--- src/rtl/spi_master_pkg.sv ---
// Shared definitions for the 4094 SPI master: FSM state codes, default divider
// and a counter-width helper.
package spi_master_pkg;

    localparam int SPI_CLK_DIV_DEF = 4;

    localparam logic [2:0] ST_IDLE     = 3'd0;
    localparam logic [2:0] ST_SHIFT_LO = 3'd1;
    localparam logic [2:0] ST_SHIFT_HI = 3'd2;
    localparam logic [2:0] ST_STROBE   = 3'd3;
    localparam logic [2:0] ST_DONE     = 3'd4;

    // Bits needed to count n-1 down to 0; never narrower than one bit.
    function automatic int cnt_w(input int n);
        return (n <= 1) ? 1 : $clog2(n);
    endfunction

endpackage

--- src/rtl/spi_tick_gen.sv ---
// Half-period timer: down-counter that ticks on terminal count every CLK_DIV
// cycles; restart_i holds it at the reload value so a new phase starts aligned.
module spi_tick_gen
    import spi_master_pkg::*;
#(
    parameter int CLK_DIV = SPI_CLK_DIV_DEF
) (
    input  logic clk,
    input  logic reset,
    input  logic restart_i,
    output logic tick_o,
    output logic first_o
);

    localparam int            CW     = cnt_w(CLK_DIV);
    localparam logic [CW-1:0] RELOAD = CW'(CLK_DIV - 1);

    logic [CW-1:0] cnt_q, cnt_d;

    always_comb begin
        cnt_d = cnt_q - CW'(1);
        if (restart_i || cnt_q == '0) begin
            cnt_d = RELOAD;
        end
    end

    always_ff @(posedge clk or posedge reset) begin
        if (reset) begin
            cnt_q <= RELOAD;
        end else begin
            cnt_q <= cnt_d;
        end
    end

    assign tick_o  = (cnt_q == '0);
    assign first_o = (cnt_q == RELOAD);

endmodule

--- src/rtl/spi_master_4094.sv ---
// SPI master for a CD4094 shift-register chain: MSB-first frame of up to DATA_W
// bits, strobe pulse after the last bit, read-back of the chain's serial output.
//
//   state     | meaning
//   IDLE      | waiting for start_i; clock and data idle high
//   SHIFT_LO  | spi_clk low, current bit presented on mosi
//   SHIFT_HI  | spi_clk high, miso captured on first cycle
//   STROBE    | latch pulse to the 4094 outputs
//   DONE      | one-cycle done pulse
module spi_master_4094
    import spi_master_pkg::*;
#(
    parameter int DATA_W  = 32,
    parameter int CLK_DIV = SPI_CLK_DIV_DEF
) (
    input  logic              clk,
    input  logic              reset,
    input  logic              start_i,
    input  logic [DATA_W-1:0] din_i,
    input  logic [5:0]        len_i,
    input  logic              miso_i,
    output logic              spi_clk_o,
    output logic              spi_mosi_o,
    output logic              spi_strobe_o,
    output logic              busy_o,
    output logic              done_o,
    output logic [DATA_W-1:0] dout_o
);

    localparam int         BW      = cnt_w(DATA_W);
    localparam logic [6:0] LEN_MAX = 7'(DATA_W);

    logic [2:0]        state_q, state_d;
    logic [DATA_W-1:0] sr_q, sr_d;
    logic [DATA_W-1:0] dout_q, dout_d;
    logic [BW-1:0]     bit_q, bit_d;
    logic              spi_clk_q, spi_clk_d;
    logic              mosi_q, mosi_d;
    logic              strobe_q, strobe_d;
    logic              busy_q, busy_d;
    logic              done_q, done_d;
    logic [6:0]        len_eff;
    logic              restart, tick, first;

    spi_tick_gen #(
        .CLK_DIV (CLK_DIV)
    ) u_tick (
        .clk       (clk),
        .reset     (reset),
        .restart_i (restart),
        .tick_o    (tick),
        .first_o   (first)
    );

    // Zero or oversized lengths fall back to a full-width frame.
    always_comb begin
        len_eff = {1'b0, len_i};
        if (len_i == 6'd0 || {1'b0, len_i} > LEN_MAX) begin
            len_eff = LEN_MAX;
        end
    end

    always_comb begin
        state_d = state_q;
        sr_d    = sr_q;
        bit_d   = bit_q;
        dout_d  = dout_q;
        restart = 1'b0;
        case (state_q)
            ST_IDLE: begin
                restart = 1'b1;
                if (start_i) begin
                    state_d = ST_SHIFT_LO;
                    sr_d    = din_i << (LEN_MAX - len_eff);
                    bit_d   = BW'(len_eff - 7'd1);
                    dout_d  = '0;
                end
            end
            ST_SHIFT_LO: begin
                if (tick) begin
                    state_d = ST_SHIFT_HI;
                end
            end
            ST_SHIFT_HI: begin
                if (first) begin
                    dout_d = {dout_q[DATA_W-2:0], miso_i};
                end
                if (tick) begin
                    if (bit_q == '0) begin
                        state_d = ST_STROBE;
                    end else begin
                        state_d = ST_SHIFT_LO;
                        bit_d   = bit_q - BW'(1);
                        sr_d    = sr_q << 1;
                    end
                end
            end
            ST_STROBE: begin
                if (tick) begin
                    state_d = ST_DONE;
                end
            end
            ST_DONE: begin
                restart = 1'b1;
                state_d = ST_IDLE;
            end
            default: begin
                restart = 1'b1;
                state_d = ST_IDLE;
            end
        endcase
    end

    // Outputs are decoded from the next state so the registers line up with state_q.
    always_comb begin
        spi_clk_d = (state_d != ST_SHIFT_LO);
        mosi_d    = 1'b1;
        if (state_d == ST_SHIFT_LO || state_d == ST_SHIFT_HI) begin
            mosi_d = sr_d[DATA_W-1];
        end
        strobe_d  = (state_d == ST_STROBE);
        busy_d    = (state_d != ST_IDLE);
        done_d    = (state_d == ST_DONE);
    end

    always_ff @(posedge clk or posedge reset) begin
        if (reset) begin
            state_q   <= ST_IDLE;
            sr_q      <= '0;
            bit_q     <= '0;
            dout_q    <= '0;
            spi_clk_q <= 1'b1;
            mosi_q    <= 1'b1;
            strobe_q  <= 1'b0;
            busy_q    <= 1'b0;
            done_q    <= 1'b0;
        end else begin
            state_q   <= state_d;
            sr_q      <= sr_d;
            bit_q     <= bit_d;
            dout_q    <= dout_d;
            spi_clk_q <= spi_clk_d;
            mosi_q    <= mosi_d;
            strobe_q  <= strobe_d;
            busy_q    <= busy_d;
            done_q    <= done_d;
        end
    end

    assign spi_clk_o    = spi_clk_q;
    assign spi_mosi_o   = mosi_q;
    assign spi_strobe_o = strobe_q;
    assign busy_o       = busy_q;
    assign done_o       = done_q;
    assign dout_o       = dout_q;

endmodule

--- config.mk ---
export PLATFORM = sky130hd
export DESIGN_NAME = spi_master_4094
export DESIGN_NICKNAME = d
export VERILOG_FILES = /design/src/rtl/spi_master_pkg.sv /design/src/rtl/spi_tick_gen.sv /design/src/rtl/spi_master_4094.sv
export SDC_FILE = /design/constraint.sdc
export NUM_CORES = 1
export LEC_CHECK = 0
export CAP_MARGIN = 25
export CORE_MARGIN = 4
export CORE_UTILIZATION = 50
export CTS_CLUSTER_DIAMETER = 200
export DETAILED_ROUTE_END_ITERATION = 8
export DONT_BUFFER_PORTS = 1
export PLACE_DENSITY = 0.65
export SETUP_SLACK_MARGIN = 0.15
export SLEW_MARGIN = 20
export SYNTH_ARGS = -nofsm -noshare
export SYNTH_HDL_FRONTEND = slang
export SYNTH_SLANG_ARGS = --single-unit
export TNS_END_PERCENT = 20
--- constraint.sdc ---
create_clock -name clk -period 3.4 [get_ports clk]
set_input_delay 0.34 -clock clk [delete_from_list [all_inputs] [get_ports clk]]
set_output_delay 0.34 -clock clk [all_outputs]
set_load 0.03 [all_outputs]
==> results.yml, run 1 <==
finish:
  syn2layout_area_growth_pct: 6.96
  layout.cells.most_common_list: "sky130_fd_sc_hd__nand2_1 (117), sky130_fd_sc_hd__dfrtp_1 (75), sky130_fd_sc_hd__o21ai_0 (61), sky130_fd_sc_hd__nor2_1 (47), sky130_fd_sc_hd__a21oi_1 (36)"
  drive_above_1_share_pct: 13.9
  final_nets: 658
  antennaDiodeCount: 0
  layout.cells.most_common: "sky130_fd_sc_hd__nand2_1"
critical_path:
  origin_of_the_critical_flop_to_flop_path: "bit_q[4]"
  crit_slowest_cell: "sky130_fd_sc_hd__or3_1"
  critical_path.startpoint_type: "input port"
  reg2reg_slack_ns: 0.96
  rr_worst_depth: 7
  timing.critical_path.mode_cell: "sky130_fd_sc_hd__o22ai_1"
  critPathKind: "in2reg"
  cp.required_ns: 3.62
  chain_of_cells_forming_the_critical_path: "nor2b_4 -> inv_6 -> ha_1 -> buf_4 -> nor3b_2 -> or3_1 -> mux2i_1 -> a32oi_1 -> o22ai_1 -> a221oi_1 -> o22ai_1"
  endpoint_kind: "flop"
  worst_path_largest_cell_delay_ns: 0.55
  critical_path.reg2reg.endpoint: "sr_q[29]"
  worst_ep_arrival_time_ns: 2.97
  cp_max_fo: 14
placement:
  dpl.hpwl_microns: 11200
  gp_routability_congestion: 0.950
  post-place-ws_ns: 0.341
  placement.io_buffers: 0
power:
  leakagePower_nw: 2.41
  cellPowerDensity_nw_per_um2: 624
  power_frac_seq_pct: 40.1
  power.share.switching_pct: 39.8
  power_report.internal_total_mw: 2.16
  power.share.clock_pct: 22.4
  irDropWorstVdd_v: 0.000363
  comb_power_share_pct: 37.5
  power.net_switching_mw: 1.43
synth:
  yosys.area.top_type_share_pct: 34.9
  combinational_family_with_the_most_area_after_synthesis: "compound AO/OA/AOI/OAI gates"
  synthDistinctLibCells: 77
  synth_enable_flop_cells: 0
  synth.ff_latch_count: 79
  part_of_the_yosys_area_used_for_sequential_elements_pct: 36.9
  synth_compound_gate_area_share_pct: 23.7
  yosysWarnings: 0
  xor_and_xnor_fraction_of_the_mapped_netlist_area_pct: 0
  synth_top_cells_by_area: "sky130_fd_sc_hd__dfrtp_1 (35%), sky130_fd_sc_hd__nand2_1 (8.2%), sky130_fd_sc_hd__mux4_2 (5.9%)"
  yosys.area_share.simple_pct: 21.9
  netlist.top_cell.by_area: "sky130_fd_sc_hd__dfrtp_1"
  synth.avg_cell_area_sq_um: 8.58
  synth_async_sr_flop_share_pct: 100
  syn_std_cell_area_sq_um: 5370
  synthCells: 626
  dominantRegCellSynth: "sky130_fd_sc_hd__dfrtp_1"
  synthMuxAreaShare_pct: 11.4
  yosys.area_share.adder_pct: 0.932
  postSynthNetCount: 672
timing:
  whs_ns: -0.0135
  timing.final.crit_period_ns: 2.75
  setup_repair_after_global_routing_missed_its_margin: "no"
  finalCritPeriodShare_pct: 80.9
  final.setup.tns_ns: 0
  final-setup-viol-count: 0
  maxSlewHeadroom_pct: 50.0
  maximum_frequency_from_static_timing_analysis_mhz: 363
  worstMarginPinSlew_ns: 0.748
  setup_slack_ns: 0.648
  finalHoldViolations: 14
  slew_violations: 0
  post_route_skew_ns: 0.0106
floorplan:
  die_h_microns: 112
  num_io_pins: 79
  rows: 37
  die_x_microns: 112
  design.die.area_sq_um: 12500
  initial_util_pct: 51.6
  design.core.area_sq_um: 10400
route:
  average_wire_per_standard_cell_microns: 20.1
  route.detailed.vias_per_inst: 6.57
  finalWirelength_microns: 15100
  dr.pass1.iters: 5
  initialDrtViolationCount: 561
  detail_route.drc_violations: 0
  dr_total_vias: 4944
  detail-route-antenna-nets: 0
clocking:
  ctsHoldBuffers: 0
  tritoncts.num_buffers: 9
  post_cts.repair.setup_buffers: 0
  clock_tree.root_cell: "sky130_fd_sc_hd__clkbuf_8"
  clock_tree.htree_level_count: 3
  cts.sink_count: 79
  worst_skew_pair.late_latency_ns: 0.35
  cts_tree: "done"
  clkSlewWorstSetupHoldPaths_ns: 0.09
  cts.path.max_buffers: 2
  post_cts_resized: 0
global_route:
  grt_overflow_total: 0
  vias_in_the_first_global_route: 4730
  number_of_antenna_violations_at_the_first_check_in_global_routing: 0
  first_pass_grt_wire_length_microns: 24800
  largest_net_degree_at_the_start_of_global_routing: 42
  globalRouteTotalUtil_pct: 24.3
flow_run:
  max-cap-violations: 0
hold_path:
  timing.hold.worst.class: "in2async"
status:
  failed_checks: "hold timing"
  run_status: "complete, but fails checks"
-- metal layers --
layer,global-route usage [%],routed length [microns],up-vias
li1,-,-,2267
met1,32.5,6420,2379
met2,38.0,7040,255
met3,7.23,1240,43
met4,8.19,405,0
met5,0,0,-
-- worst max-delay path by stage --
stage / from / cells after the start / end / slack, ns
after detailed placement: len_i[0] / 12 / sr_q[27] / 0.34
after global placement: len_i[0] / 10 / spi_mosi_o / 0.38
after floorplan: len_i[0] / 12 / spi_mosi_o / 0.58
after global routing: len_i[0] / 11 / sr_q[27] / 0.50
final: len_i[0] / 11 / sr_q[27] / 0.65
after CTS: len_i[0] / 12 / sr_q[27] / 0.71
-- sequential cells by signal (all words and copies together) (netlist names) --
register and flops:
dout_o 32, busy_o 1, done_o 1, state_q 3, bit_q 5, spi_clk_o 1
spi_strobe_o 1, u_tick.cnt_q 2, sr_q 32, spi_mosi_o 1
-- critical path: cells and delay by family --
family          cells  cell delay (ns)
compound gates      4             1.03
simple gates        3             0.73
buf+inv             2             0.33
fa+ha+maj           1             0.31
mux                 1             0.22
-- cell families after synthesis --
group                    count (synthesis)
buffers and inverters                   58
adder cells (fa/ha/maj)                  4
AND/OR/NAND/NOR                        248
multiplexers                            43
flip-flops                              79
AO/OA/AOI/OAI                          194
-- power by group through the flow --
stage / clock network [mW] / logic, mW / registers (mW)
finish: 0.803 / 1.35 / 1.44
global route: 0.866 / 1.50 / 1.47
CTS: 0.817 / 1.33 / 1.43
detailed placement: 0 / 1.33 / 1.45
global placement: 0 / 1.28 / 1.44
floorplan: 0 / 1.03 / 1.38
-- Yosys cell counts, drive strengths merged (5+ instances only) --
master / number
nand2: 119
dfrtp: 75
o21ai: 66
nor2: 50
a21oi: 38
clkbuf: 29
mux2i: 25
buf: 19
nand3: 15
mux4: 14
nor3: 11
and3: 10
inv: 10
o211ai: 10
o22ai: 10
and2: 9
a22oi: 8
a31oi: 6
nand2b: 6
o311ai: 6
a211oi: 5
a32oi: 5
nor2b: 5
o221ai: 5
or3: 5
-- metrics by stage --
stage	utilization [%]	area, sq um	hold slack [ns]	total power, mW	instances
CTS	55.2	5750	0.00539	3.58	753
global placement	52.7	5490	0.382	2.72	736
finish	55.2	5750	-0.0135	3.58	753
floorplan	-	5370	0.431	2.41	626
detailed placement	53.0	5520	0.396	2.77	737
global route	55.2	5750	0.0405	3.83	753
-- cell type report --
type	count	area, sq um
sequential	79	1980
multi-input combinational	489	3130
clock inverter	7	103
fill	966	4670
tap	136	170
clock buffer	9	124
inverter	10	42.5
timing repair buffer	23	193
(Power assumes the default switching activity.)
==> inputs of run 2 (changes only) <==
Clock period 3.4 ns to 2.7 ns, I/O delays scaled along.
==> run 2 against run 1 <==
  * The flow now finishes without violations
  * Sequential power increased by 26%
  * Register-to-register slack got worse by 0.61 ns
  * Flip-flop and latch count unchanged
  * Design area up 3.6%
  * Final cell count grew 2.8%
  * Via count up 1.2%
  * Wire length grew 1.7%
  * Sequential share of layout area decreased by 1.2 points
  * Total power increased by 29%
  * Clock skew grew 0.0035 ns
  * Largest power group unchanged
==> results.yml, run 2 (synthesis results as in run 1) <==
status:
  run_status: "completed"
power:
  cellPowerDensity_nw_per_um2: 774
  leakagePower_nw: 2.52
  irDropWorstVdd_v: 0.000405
  power_mw: 4.61
critical_path:
  origin_of_the_critical_flop_to_flop_path: "state_q[0]"
  worst_path_largest_cell_delay_ns: 0.49
  worst_ep_arrival_time_ns: 2.65
  chain_of_cells_forming_the_critical_path: "nor2_1 -> nand2_1 -> nand3_1 -> o21ai_0 -> a211oi_2 -> o21ai_2 -> a21o_1"
  critical_path.startpoint_type: "flop"
  critical_path.reg2reg.endpoint: "spi_mosi_o"
  family_with_the_most_delay_on_the_worst_path: "simple AND/OR/NAND/NOR gates"
  endpoint_kind: "flop"
  reg2reg_slack_ns: 0.35
  critPathKind: "reg2reg"
  crit_slowest_cell: "sky130_fd_sc_hd__dfrtp_1"
  critPathBufInv: 0
  rr_worst_depth: 7
  cp_max_fo: 18
  cp.required_ns: 3.00
timing:
  final-setup-viol-count: 0
  maximum_frequency_from_static_timing_analysis_mhz: 425
  setup_repair_after_global_routing_missed_its_margin: "no"
  final.setup.tns_ns: 0
  worstMarginPinSlew_ns: 0.807
  post_route_skew_ns: 0.0141
  timing.final.crit_period_ns: 2.35
  finalHoldViolations: 0
  finalCritPeriodShare_pct: 87.1
  maxSlewHeadroom_pct: 46.1
  slew_violations: 0
  setup_slack_ns: 0.349
global_route:
  grt_overflow_total: 0
  globalRouteTotalUtil_pct: 24.6
  vias_in_the_first_global_route: 4812
  number_of_antenna_violations_at_the_first_check_in_global_routing: 0
  largest_net_degree_at_the_start_of_global_routing: 65
  first_pass_grt_wire_length_microns: 25200
finish:
  drive_above_1_share_pct: 16.9
  layout.cells.most_common: "sky130_fd_sc_hd__nand2_1"
  layout.cells.most_common_list: "sky130_fd_sc_hd__nand2_1 (117), sky130_fd_sc_hd__dfrtp_1 (75), sky130_fd_sc_hd__o21ai_0 (61), sky130_fd_sc_hd__nor2_1 (47), sky130_fd_sc_hd__buf_4 (40)"
  final_nets: 679
  syn2layout_area_growth_pct: 10.8
  antennaDiodeCount: 0
hold_path:
  min_to: "dout_o[0]"
  timing.hold.worst.class: "in2reg"
  start_point_of_the_worst_hold_path: "miso_i"
  min_delay_path_depth: 2
route:
  detail_route.drc_violations: 0
  detail-route-antenna-nets: 0
  route.detailed.vias_per_inst: 6.46
  dr_total_vias: 5003
  average_wire_per_standard_cell_microns: 19.8
  finalWirelength_microns: 15400
  dr.pass1.iters: 5
  initialDrtViolationCount: 703
placement:
  dpl.hpwl_microns: 11500
  gp_routability_congestion: 0.970
  placement.io_buffers: 0
  post-place-ws_ns: 0.105
floorplan:
  rows: 37
  num_io_pins: 79
  initial_util_pct: 51.6
  die_x_microns: 112
  design.core.area_sq_um: 10400
  die_h_microns: 112
  design.die.area_sq_um: 12500
clocking:
  cts.path.max_buffers: 2
  tritoncts.num_buffers: 9
  cts_tree: "done"
  worst_skew_pair.late_latency_ns: 0.36
  clock_tree.htree_level_count: 3
  clkSlewWorstSetupHoldPaths_ns: 0.10
  clock_tree.root_cell: "sky130_fd_sc_hd__clkbuf_8"
  cts.sink_count: 79
flow_run:
  max-cap-violations: 0
[run 2: worst register-to-register path, stage by stage (launching register included)]
cell and delay [ns]:
sky130_fd_sc_hd__dfrtp_1 0.49, sky130_fd_sc_hd__nor2_1 0.27, sky130_fd_sc_hd__nand2_1 0.46, sky130_fd_sc_hd__nand3_1 0.24, sky130_fd_sc_hd__o21ai_0 0.21, sky130_fd_sc_hd__a211oi_2 0.33, sky130_fd_sc_hd__o21ai_2 0.13, sky130_fd_sc_hd__a21o_1 0.16
[run 2: stage by stage]
step | cells | hold WS [ns] | utilization [%] | area (sq um)
6_report | 774 | 0.0468 | 57.1 | 5950
3_3_place_gp | 757 | 0.349 | 54.8 | 5710
5_1_grt | 774 | 0.0431 | 57.1 | 5950
2_1_floorplan | 626 | 0.406 | - | 5410
4_1_cts | 774 | 0.0345 | 57.1 | 5950
3_5_place_dp | 757 | 0.354 | 54.8 | 5710
[run 2: area by class of cell]
type	instances	area [sq um]
inverter	10	42.5
timing repair buffer	44	370
clock buffer	9	124
tap	136	170
sequential	79	1980
fill	955	4470
clock inverter	7	111
multi-input combinational	489	3150
[run 2: layer usage]
metal	vias up	wire length (microns)	GRT usage, %
met3	43	1140	6.03
met4	0	445	8.35
met5	-	0	0
met1	2439	6470	32.2
li1	2312	-	-
met2	209	7300	40.0
[run 2: power breakdown]
| group | total, mW | switching (mW) | internal [mW] |
|---|---|---|---|
| clock | 1.05 | 0.506 | 0.545 |
| combinational | 1.73 | 1.05 | 0.689 |
| sequential | 1.82 | 0.297 | 1.52 |
[run 2: repair_timing]
item / CTS / global route
gates resized for setup: 0 / 0
setup buffers: 0 / 0
endpoints found under the hold margin: 35 / 0
hold buffers: 1 / 0
[run 2: how the worst max path moves through the flow]
stage | start | end | slack (ns) | cells past startpoint
5_1_grt | state_q[0] | spi_mosi_o | 0.19 | 7
2_1_floorplan | len_i[0] | sr_q[24] | 0.13 | 13
3_5_place_dp | len_i[0] | sr_q[27] | 0.11 | 10
3_3_place_gp | len_i[0] | sr_q[30] | 0.12 | 12
4_1_cts | bit_q[3] | sr_q[21] | 0.42 | 7
6_report | state_q[0] | spi_mosi_o | 0.35 | 7
